--- config.mk ---
export PLATFORM = sky130hd
export DESIGN_NAME = pin_sample_scheduler
export DESIGN_NICKNAME = d
export VERILOG_FILES = /design/src/rtl/pin_bus_pkg.sv /design/src/rtl/pin_cnt_tracker.sv /design/src/rtl/pin_sample_scheduler.sv
export SDC_FILE = /design/constraint.sdc
export NUM_CORES = 1
export LEC_CHECK = 0
export BUFFER_PORTS_ARGS = -buffer_cell sky130_fd_sc_hd__buf_4
export CAP_MARGIN = 40
export CORE_UTILIZATION = 50
export CTS_CLUSTER_DIAMETER = 120
export DETAILED_ROUTE_END_ITERATION = 10
export MAX_ROUTING_LAYER = met4
export PLACE_DENSITY = 0.73
export SYNTH_ARGS = -nofsm -noshare
export SYNTH_HDL_FRONTEND = slang
export SYNTH_SLANG_ARGS = --single-unit
--- constraint.sdc ---
create_clock -name clk -period 11.2 [get_ports clk]
set_input_delay 0.56 -clock clk [delete_from_list [all_inputs] [get_ports clk]]
set_output_delay 0.56 -clock clk [all_outputs]
set_load 0.01 [all_outputs]
--- src/rtl/pin_bus_pkg.sv ---
`timescale 1ns/1ps
`default_nettype none
// ============================================================================
// Module   : pin_bus_pkg
// Brief    : Pin controller register map and scheduler state encoding.
// Revision : 1.0 - initial release
// ============================================================================
package pin_bus_pkg;

  localparam int ADDR_SAMPLE_REG = 7;
  localparam int ADDR_SAMPLE_CNT = 8;
  localparam int POSITION_SHIFT  = 8;

  localparam int STATE_W = 3;
  typedef logic [STATE_W-1:0] sched_state_t;

  localparam sched_state_t S_IDLE   = 3'd0;
  localparam sched_state_t S_GRANT  = 3'd1;
  localparam sched_state_t S_RD_CNT = 3'd2;
  localparam sched_state_t S_RD_SMP = 3'd3;
  localparam sched_state_t S_PUSH   = 3'd4;
  localparam sched_state_t S_NEXT   = 3'd5;

endpackage
`default_nettype wire

--- src/rtl/pin_cnt_tracker.sv ---
`timescale 1ns/1ps
`default_nettype none
// ============================================================================
// Module   : pin_cnt_tracker
// Brief    : Per-pin last-seen sample counts and saturating lost-sample count.
// Revision : 1.0 - initial release
// ============================================================================
module pin_cnt_tracker #(
  parameter int PIN_W = 3
) (
  input  logic             clk,
  input  logic             reset,
  input  logic [PIN_W-1:0] pin,
  input  logic [15:0]      rd_cnt,
  input  logic [15:0]      cnt_q,
  input  logic             commit,
  output logic             changed,
  output logic [15:0]      lost_cnt
);

  localparam int c_depth = 2 ** PIN_W;

  logic [15:0] r_last_cnt [c_depth];
  logic [15:0] r_lost_cnt;
  logic [15:0] w_last;
  logic [15:0] w_delta;
  logic [16:0] w_sum;

  // Modulo-2^16 subtraction makes a FFFF->0000 counter wrap look like +1.
  assign w_last   = r_last_cnt[pin];
  assign w_delta  = cnt_q - w_last;
  assign w_sum    = {1'b0, r_lost_cnt} + {1'b0, w_delta - 16'd1};
  assign changed  = (rd_cnt != w_last);
  assign lost_cnt = r_lost_cnt;

  always_ff @(posedge clk) begin
    if (reset) begin
      for (int i = 0; i < c_depth; i++) begin
        r_last_cnt[i] <= '0;
      end
      r_lost_cnt <= '0;
    end else if (commit) begin
      r_last_cnt[pin] <= cnt_q;
      if (w_delta > 16'd1) begin
        r_lost_cnt <= w_sum[16] ? 16'hFFFF : w_sum[15:0];
      end
    end
  end

endmodule
`default_nettype wire

--- src/rtl/pin_sample_scheduler.sv ---
`timescale 1ns/1ps
`default_nettype none
// ============================================================================
// Module   : pin_sample_scheduler
// Brief    : Round-robin poller of pin controllers producing a sample stream,
//            sharing the register bus with a host that always wins.
// Revision : 1.0 - initial release
// ============================================================================
module pin_sample_scheduler #(
  parameter int NUM_PINS = 8,
  parameter int PIN_BASE = 0,
  parameter int ADDR_W   = 19
) (
  input  logic              clk,
  input  logic              reset,
  input  logic              scan_en,
  input  logic              host_req,
  output logic              host_gnt,
  output logic              bus_enable,
  output logic [ADDR_W-1:0] bus_addr,
  output logic              bus_rd,
  input  logic [15:0]       bus_rd_data,
  output logic              out_valid,
  input  logic              out_ready,
  output logic [5:0]        out_pin,
  output logic              out_sample,
  output logic [15:0]       out_cnt,
  output logic [15:0]       lost_cnt
);
  import pin_bus_pkg::*;

  localparam int c_pin_w = (NUM_PINS > 1) ? $clog2(NUM_PINS) : 1;
  localparam logic [c_pin_w-1:0] c_last_pin = c_pin_w'(NUM_PINS - 1);

  sched_state_t        r_state;
  sched_state_t        w_next;
  logic [c_pin_w-1:0]  r_pin;
  logic [15:0]         r_cnt_q;
  logic [c_pin_w-1:0]  r_out_pin;
  logic                r_smp_q;
  logic [15:0]         r_out_cnt;
  logic                w_changed;
  logic [ADDR_W-1:0]   w_base;

  pin_cnt_tracker #(
    .PIN_W (c_pin_w)
  ) u_tracker (
    .clk      (clk),
    .reset    (reset),
    .pin      (r_pin),
    .rd_cnt   (bus_rd_data),
    .cnt_q    (r_cnt_q),
    .commit   (r_state == S_RD_SMP),
    .changed  (w_changed),
    .lost_cnt (lost_cnt)
  );

  always_ff @(posedge clk) begin
    if (reset) begin
      r_state <= S_IDLE;
    end else begin
      r_state <= w_next;
    end
  end

  // The host is only considered at IDLE/NEXT so a count/sample pair stays atomic.
  always_comb begin
    w_next = r_state;
    case (r_state)
      S_IDLE:   if (host_req) w_next = S_GRANT;
                else if (scan_en) w_next = S_RD_CNT;
      S_GRANT:  if (!host_req) w_next = S_IDLE;
      S_RD_CNT: w_next = w_changed ? S_RD_SMP : S_NEXT;
      S_RD_SMP: w_next = S_PUSH;
      S_PUSH:   if (out_ready) w_next = S_NEXT;
      S_NEXT:   if (host_req) w_next = S_GRANT;
                else if (scan_en) w_next = S_RD_CNT;
                else w_next = S_IDLE;
      default:  w_next = S_IDLE;
    endcase
  end

  assign w_base = (ADDR_W'(PIN_BASE) + ADDR_W'(r_pin)) << POSITION_SHIFT;

  always_comb begin
    host_gnt   = 1'b0;
    bus_enable = 1'b0;
    bus_rd     = 1'b0;
    bus_addr   = '0;
    out_valid  = 1'b0;
    case (r_state)
      S_GRANT:  host_gnt = 1'b1;
      S_RD_CNT: begin
        bus_enable = 1'b1;
        bus_rd     = 1'b1;
        bus_addr   = w_base + ADDR_W'(ADDR_SAMPLE_CNT);
      end
      S_RD_SMP: begin
        bus_enable = 1'b1;
        bus_rd     = 1'b1;
        bus_addr   = w_base + ADDR_W'(ADDR_SAMPLE_REG);
      end
      S_PUSH:   out_valid = 1'b1;
      default:  ;
    endcase
  end

  always_ff @(posedge clk) begin
    if (reset) begin
      r_pin     <= '0;
      r_cnt_q   <= '0;
      r_out_pin <= '0;
      r_smp_q   <= 1'b0;
      r_out_cnt <= '0;
    end else begin
      if (r_state == S_RD_CNT) begin
        r_cnt_q <= bus_rd_data;
      end
      if (r_state == S_RD_SMP) begin
        r_out_pin <= r_pin;
        r_smp_q   <= bus_rd_data[0];
        r_out_cnt <= r_cnt_q;
      end
      if (r_state == S_NEXT) begin
        r_pin <= (r_pin == c_last_pin) ? '0 : r_pin + 1'b1;
      end
    end
  end

  assign out_pin    = 6'(r_out_pin);
  assign out_sample = r_smp_q;
  assign out_cnt    = r_out_cnt;

endmodule
`default_nettype wire

==> impl_metrics.xml <==
<?xml version="1.0" encoding="UTF-8"?>
<metrics>
  <group name="status">
    <metric name="outcome" unit="">completed</metric>
  </group>
  <group name="synth">
    <metric name="netlist.top_cell.by_area" unit="">sky130_fd_sc_hd__edfxtp_1</metric>
    <metric name="syn-instance-count" unit="">912</metric>
    <metric name="synth_sequential_area_ratio" unit="%">49.72</metric>
    <metric name="count_of_flip_flops_with_a_built_in_enable_after_synthesis" unit="">128</metric>
    <metric name="synth_most_common_cell" unit="">sky130_fd_sc_hd__edfxtp_1</metric>
    <metric name="ys_ff_latch" unit="">189</metric>
    <metric name="number_of_distinct_library_cells_after_synthesis" unit="">67</metric>
    <metric name="synth-warning-count" unit="">0</metric>
    <metric name="synth_top_cell_area_share" unit="%">37.73</metric>
    <metric name="synth.avg_cell_area" unit="um^2">11.17</metric>
    <metric name="synth_area_leaders" unit="">sky130_fd_sc_hd__edfxtp_1 (38%), sky130_fd_sc_hd__dfxtp_1 (12%), sky130_fd_sc_hd__and2_1 (7.4%)</metric>
    <metric name="synthArstFlopShare" unit="%">0</metric>
    <metric name="synth.cell_area" unit="mm^2">0.01019</metric>
    <metric name="synth_top_cells_by_count" unit="">sky130_fd_sc_hd__edfxtp_1 (128), sky130_fd_sc_hd__and2_1 (120), sky130_fd_sc_hd__nand2_1 (91)</metric>
    <metric name="synth-main-ff-cell" unit="">sky130_fd_sc_hd__edfxtp_1</metric>
  </group>
  <group name="power">
    <metric name="part_of_the_power_in_registers" unit="%">49.0</metric>
    <metric name="static-leakage-power" unit="uW">0.004292</metric>
    <metric name="clockPowerShare" unit="%">37.7</metric>
    <metric name="powerDensity" unit="mW/mm^2">138.3</metric>
    <metric name="switching_share" unit="%">26.37</metric>
    <metric name="power.combinational.fraction" unit="%">13.2</metric>
    <metric name="cell_internal_power" unit="uW">1170</metric>
    <metric name="p_sw" unit="uW">419.2</metric>
    <metric name="worst_ir_drop_vdd" unit="mV">0.1114</metric>
  </group>
  <group name="die">
    <metric name="floorplan.io_pins" unit="">83</metric>
    <metric name="core_area" unit="mm^2">0.01972</metric>
    <metric name="rows" unit="">51</metric>
    <metric name="die_span_in_x" unit="um">144.7</metric>
    <metric name="start_util" unit="%">51.66</metric>
    <metric name="floorplan.die_area" unit="mm^2">0.02095</metric>
    <metric name="die_boundary_height" unit="um">144.7</metric>
  </group>
  <group name="timing">
    <metric name="setup_ws" unit="ps">4753</metric>
    <metric name="fmaxAchievable" unit="MHz">155.1</metric>
    <metric name="setup_viol" unit="">0</metric>
    <metric name="grt_setup_unrepaired" unit="">no</metric>
    <metric name="slew-limit-headroom" unit="%">46.50</metric>
    <metric name="period_utilization_post_route" unit="%">57.56</metric>
    <metric name="report.final.hold_viol_count" unit="">0</metric>
    <metric name="timing.final.crit_period" unit="ps">6447</metric>
    <metric name="max_slew.worst_pin.slew" unit="ps">799.6</metric>
    <metric name="fin_skew" unit="ps">14.31</metric>
    <metric name="setup_total_negative_slack" unit="ps">0</metric>
    <metric name="slew_violations" unit="">0</metric>
  </group>
  <group name="detailed_routing">
    <metric name="detail_route.wl_per_cell" unit="um">19.03</metric>
    <metric name="antenna_violating_nets_post_route" unit="">0</metric>
    <metric name="via_per_inst" unit="">5.677</metric>
    <metric name="drtIter0Drc" unit="">496</metric>
    <metric name="wl" unit="um">23710</metric>
    <metric name="detail_route.drc_violations" unit="">0</metric>
    <metric name="drt-pass1-iter-count" unit="">4</metric>
    <metric name="detailroute.via_count" unit="">7073</metric>
  </group>
  <group name="clock_tree">
    <metric name="clock_transition_at_the_register_clock_pins_on_the_worst_setup_and_hold_paths_after_cts" unit="ps">70</metric>
    <metric name="num_cts_buffers" unit="">17</metric>
    <metric name="clock_sinks" unit="">189</metric>
    <metric name="cts_max_path_buffers" unit="">2</metric>
    <metric name="cts_root_buf" unit="">sky130_fd_sc_hd__clkbuf_16</metric>
    <metric name="cts.htree.levels" unit="">4</metric>
    <metric name="post-cts-setup-buffers" unit="">0</metric>
    <metric name="clkLatencyLatePin" unit="ps">440</metric>
    <metric name="post_cts.resized_instances" unit="">0</metric>
    <metric name="cts-hold-fix-buffers" unit="">0</metric>
    <metric name="tritoncts" unit="">built</metric>
  </group>
  <group name="critical_path">
    <metric name="timing_worst_setup_path_type" unit="">flop to flop</metric>
    <metric name="slowest_stage" unit="">sky130_fd_sc_hd__mux4_2</metric>
    <metric name="timing.critical_path.fanout_max" unit="">31</metric>
    <metric name="startpoint_type" unit="">flop</metric>
    <metric name="required_time_at_the_worst_slack_endpoint" unit="ps">11530</metric>
    <metric name="crit_arrival" unit="ps">6780</metric>
    <metric name="worstPathCellList" unit="">buf_4, mux4_2, mux2_2, ha_1, fa_1, nand2b_1, a21o_1, and2_1, xnor2_1, or3_1, or2_0, nor2_1, xor2_1, ha_1, o21a_1, a21oi_1, a31oi_1, and4_1, o21ai_1, buf_4, o211ai_1, o221a_1</metric>
    <metric name="worst_path_dominant_cell_family" unit="">compound AO/OA/AOI/OAI gates</metric>
    <metric name="slowest_delay" unit="ps">590</metric>
    <metric name="path_buf_inv" unit="">2</metric>
    <metric name="worst_setup_path_end_kind" unit="">flop</metric>
  </group>
  <group name="job">
    <metric name="max_cap_violations" unit="">0</metric>
  </group>
  <group name="cells_and_area">
    <metric name="design.final.nets" unit="">1028</metric>
    <metric name="layout-area-overhead-vs-synth" unit="%">12.85</metric>
    <metric name="final_util" unit="%">58.30</metric>
    <metric name="multi_input_comb_area" unit="mm^2">0.004815</metric>
    <metric name="final_cells" unit="">1246</metric>
    <metric name="drive_gt1_share" unit="%">17.64</metric>
    <metric name="fill_cells" unit="">1658</metric>
    <metric name="register_area" unit="mm^2">0.005066</metric>
    <metric name="postLayoutCellArea" unit="mm^2">0.01149</metric>
    <metric name="antenna-diode-count" unit="">0</metric>
  </group>
  <group name="placed_design">
    <metric name="globalplace.congestion" unit="">0.9446</metric>
    <metric name="placedCellCount" unit="">1214</metric>
    <metric name="placement.cell_area" unit="mm^2">0.01092</metric>
    <metric name="place_ws" unit="ps">4750</metric>
    <metric name="detailedPlacementHpwl" unit="um">16550</metric>
    <metric name="port-buffer-count" unit="">67</metric>
  </group>
  <group name="worst_hold_path">
    <metric name="timing.hold.worst.class" unit="">primary input to flop</metric>
  </group>
  <group name="global_route">
    <metric name="first_global_vias" unit="">6929</metric>
    <metric name="grt_overflow" unit="">0</metric>
    <metric name="grt_first_pass_wirelength" unit="um">37340</metric>
    <metric name="grt_start_max_net_pins" unit="">52</metric>
    <metric name="antenna_violations_before_repair" unit="">0</metric>
    <metric name="global_route.usage.total" unit="%">24.61</metric>
  </group>
</metrics>
## layer usage
metal	vias to the layer above	global-route usage, %	share of wire (%)
li1	3410	-	-
met5	-	-	0
met2	190	38.54	47
met4	0	6.870	1.3
met3	24	3.455	4.7
met1	3449	33.59	47
## area by class of cell
class | instances | share of cell area (%)
Clock buffer | 20 | 3.886
Clock inverter | 12 | 1.132
Inverter | 16 | 0.5225
Multi-Input combinational cell | 658 | 41.89
Sequential cell | 189 | 44.07
Tap cell | 265 | 2.885
Timing Repair Buffer | 86 | 5.617
## logic make-up after synthesis
group,after synthesis,share of synthesized area (%)
xor+xnor,48,4.201
mux,51,9.077
fa+ha+maj,39,4.938
simple gates,356,18.40
flops,189,49.72
other cells,1,0.03682
compound gates,149,9.901
buf+inv,79,3.722
## registers in the layout (all words and copies together), names as in the netlist, named ones only
name,cells
u_tracker.lost_cnt,16
r_cnt_q,16
u_tracker.r_last_cnt,128
out_sample,1
r_state,3
r_pin,3
r_out_pin,3
out_cnt,16
## stage by stage
step	power, uW	hold slack, ps
2_1_floorplan	950.0	449.2
3_3_place_gp	1002	444.5
3_5_place_dp	1005	449.7
4_1_cts	1598	383.9
5_1_grt	1647	394.7
6_report	1590	390.8
## final timing paths
path                         from                    end  slack [ps]  cells past startpoint
setup / recovery             flop  u_tracker.lost_cnt[4]        4750                     22
setup reg to reg             flop  u_tracker.lost_cnt[4]        4750                     22
hold reg to reg      r_out_pin[0]           r_out_pin[0]         460                      2
hold / removal    bus_rd_data[13]            r_cnt_q[13]         390                      3
## placed cells by master, fill, tap and decap left out, drive strengths merged, types with 3 or more instances in the layout
cell type	instances
nor2b	3
clkbuf	20
mux4	32
mux2i	18
nor3b	4
and2	120
clkinv	8
o221a	15
a31oi	3
dfxtp	61
nor2	37
inv	19
buf	86
xnor2	34
ha	37
a21oi	64
xor2	14
nor4	14
a21o	11
o211ai	6
nand2b	9
or2	6
nand3	20
nand4	4
edfxtp	128
a211oi	4
nand2	91
and3	3
nor3	32
or3	5
o31ai	3
o21a	7
o21ai	19
conb	15
## power groups by stage
stage               clock (uW)  sequential [uW]  combinational (uW)
floorplan                    0              788                 162
global placement             0              794                 207
detailed placement           0              795                 210
CTS                        608              780                 210
global route               633              782                 232
finish                     600              780                 210
## worst register-to-register path: stages (launching register included)
cell and delay, ps:
sky130_fd_sc_hd__dfxtp_2 320, sky130_fd_sc_hd__buf_4 520, sky130_fd_sc_hd__mux4_2 600, sky130_fd_sc_hd__mux2_2 300
sky130_fd_sc_hd__ha_1 210, sky130_fd_sc_hd__fa_1 410, sky130_fd_sc_hd__nand2b_1 180, sky130_fd_sc_hd__a21o_1 190
sky130_fd_sc_hd__and2_1 180, sky130_fd_sc_hd__xnor2_1 170, sky130_fd_sc_hd__or3_1 400, sky130_fd_sc_hd__or2_0 320
sky130_fd_sc_hd__nor2_1 160, sky130_fd_sc_hd__xor2_1 160, sky130_fd_sc_hd__ha_1 280, sky130_fd_sc_hd__o21a_1 130
sky130_fd_sc_hd__a21oi_1 250, sky130_fd_sc_hd__a31oi_1 190, sky130_fd_sc_hd__and4_1 240, sky130_fd_sc_hd__o21ai_1 500
sky130_fd_sc_hd__buf_4 280, sky130_fd_sc_hd__o211ai_1 100, sky130_fd_sc_hd__o221a_1 240
Power figures use the tool's default switching activity.
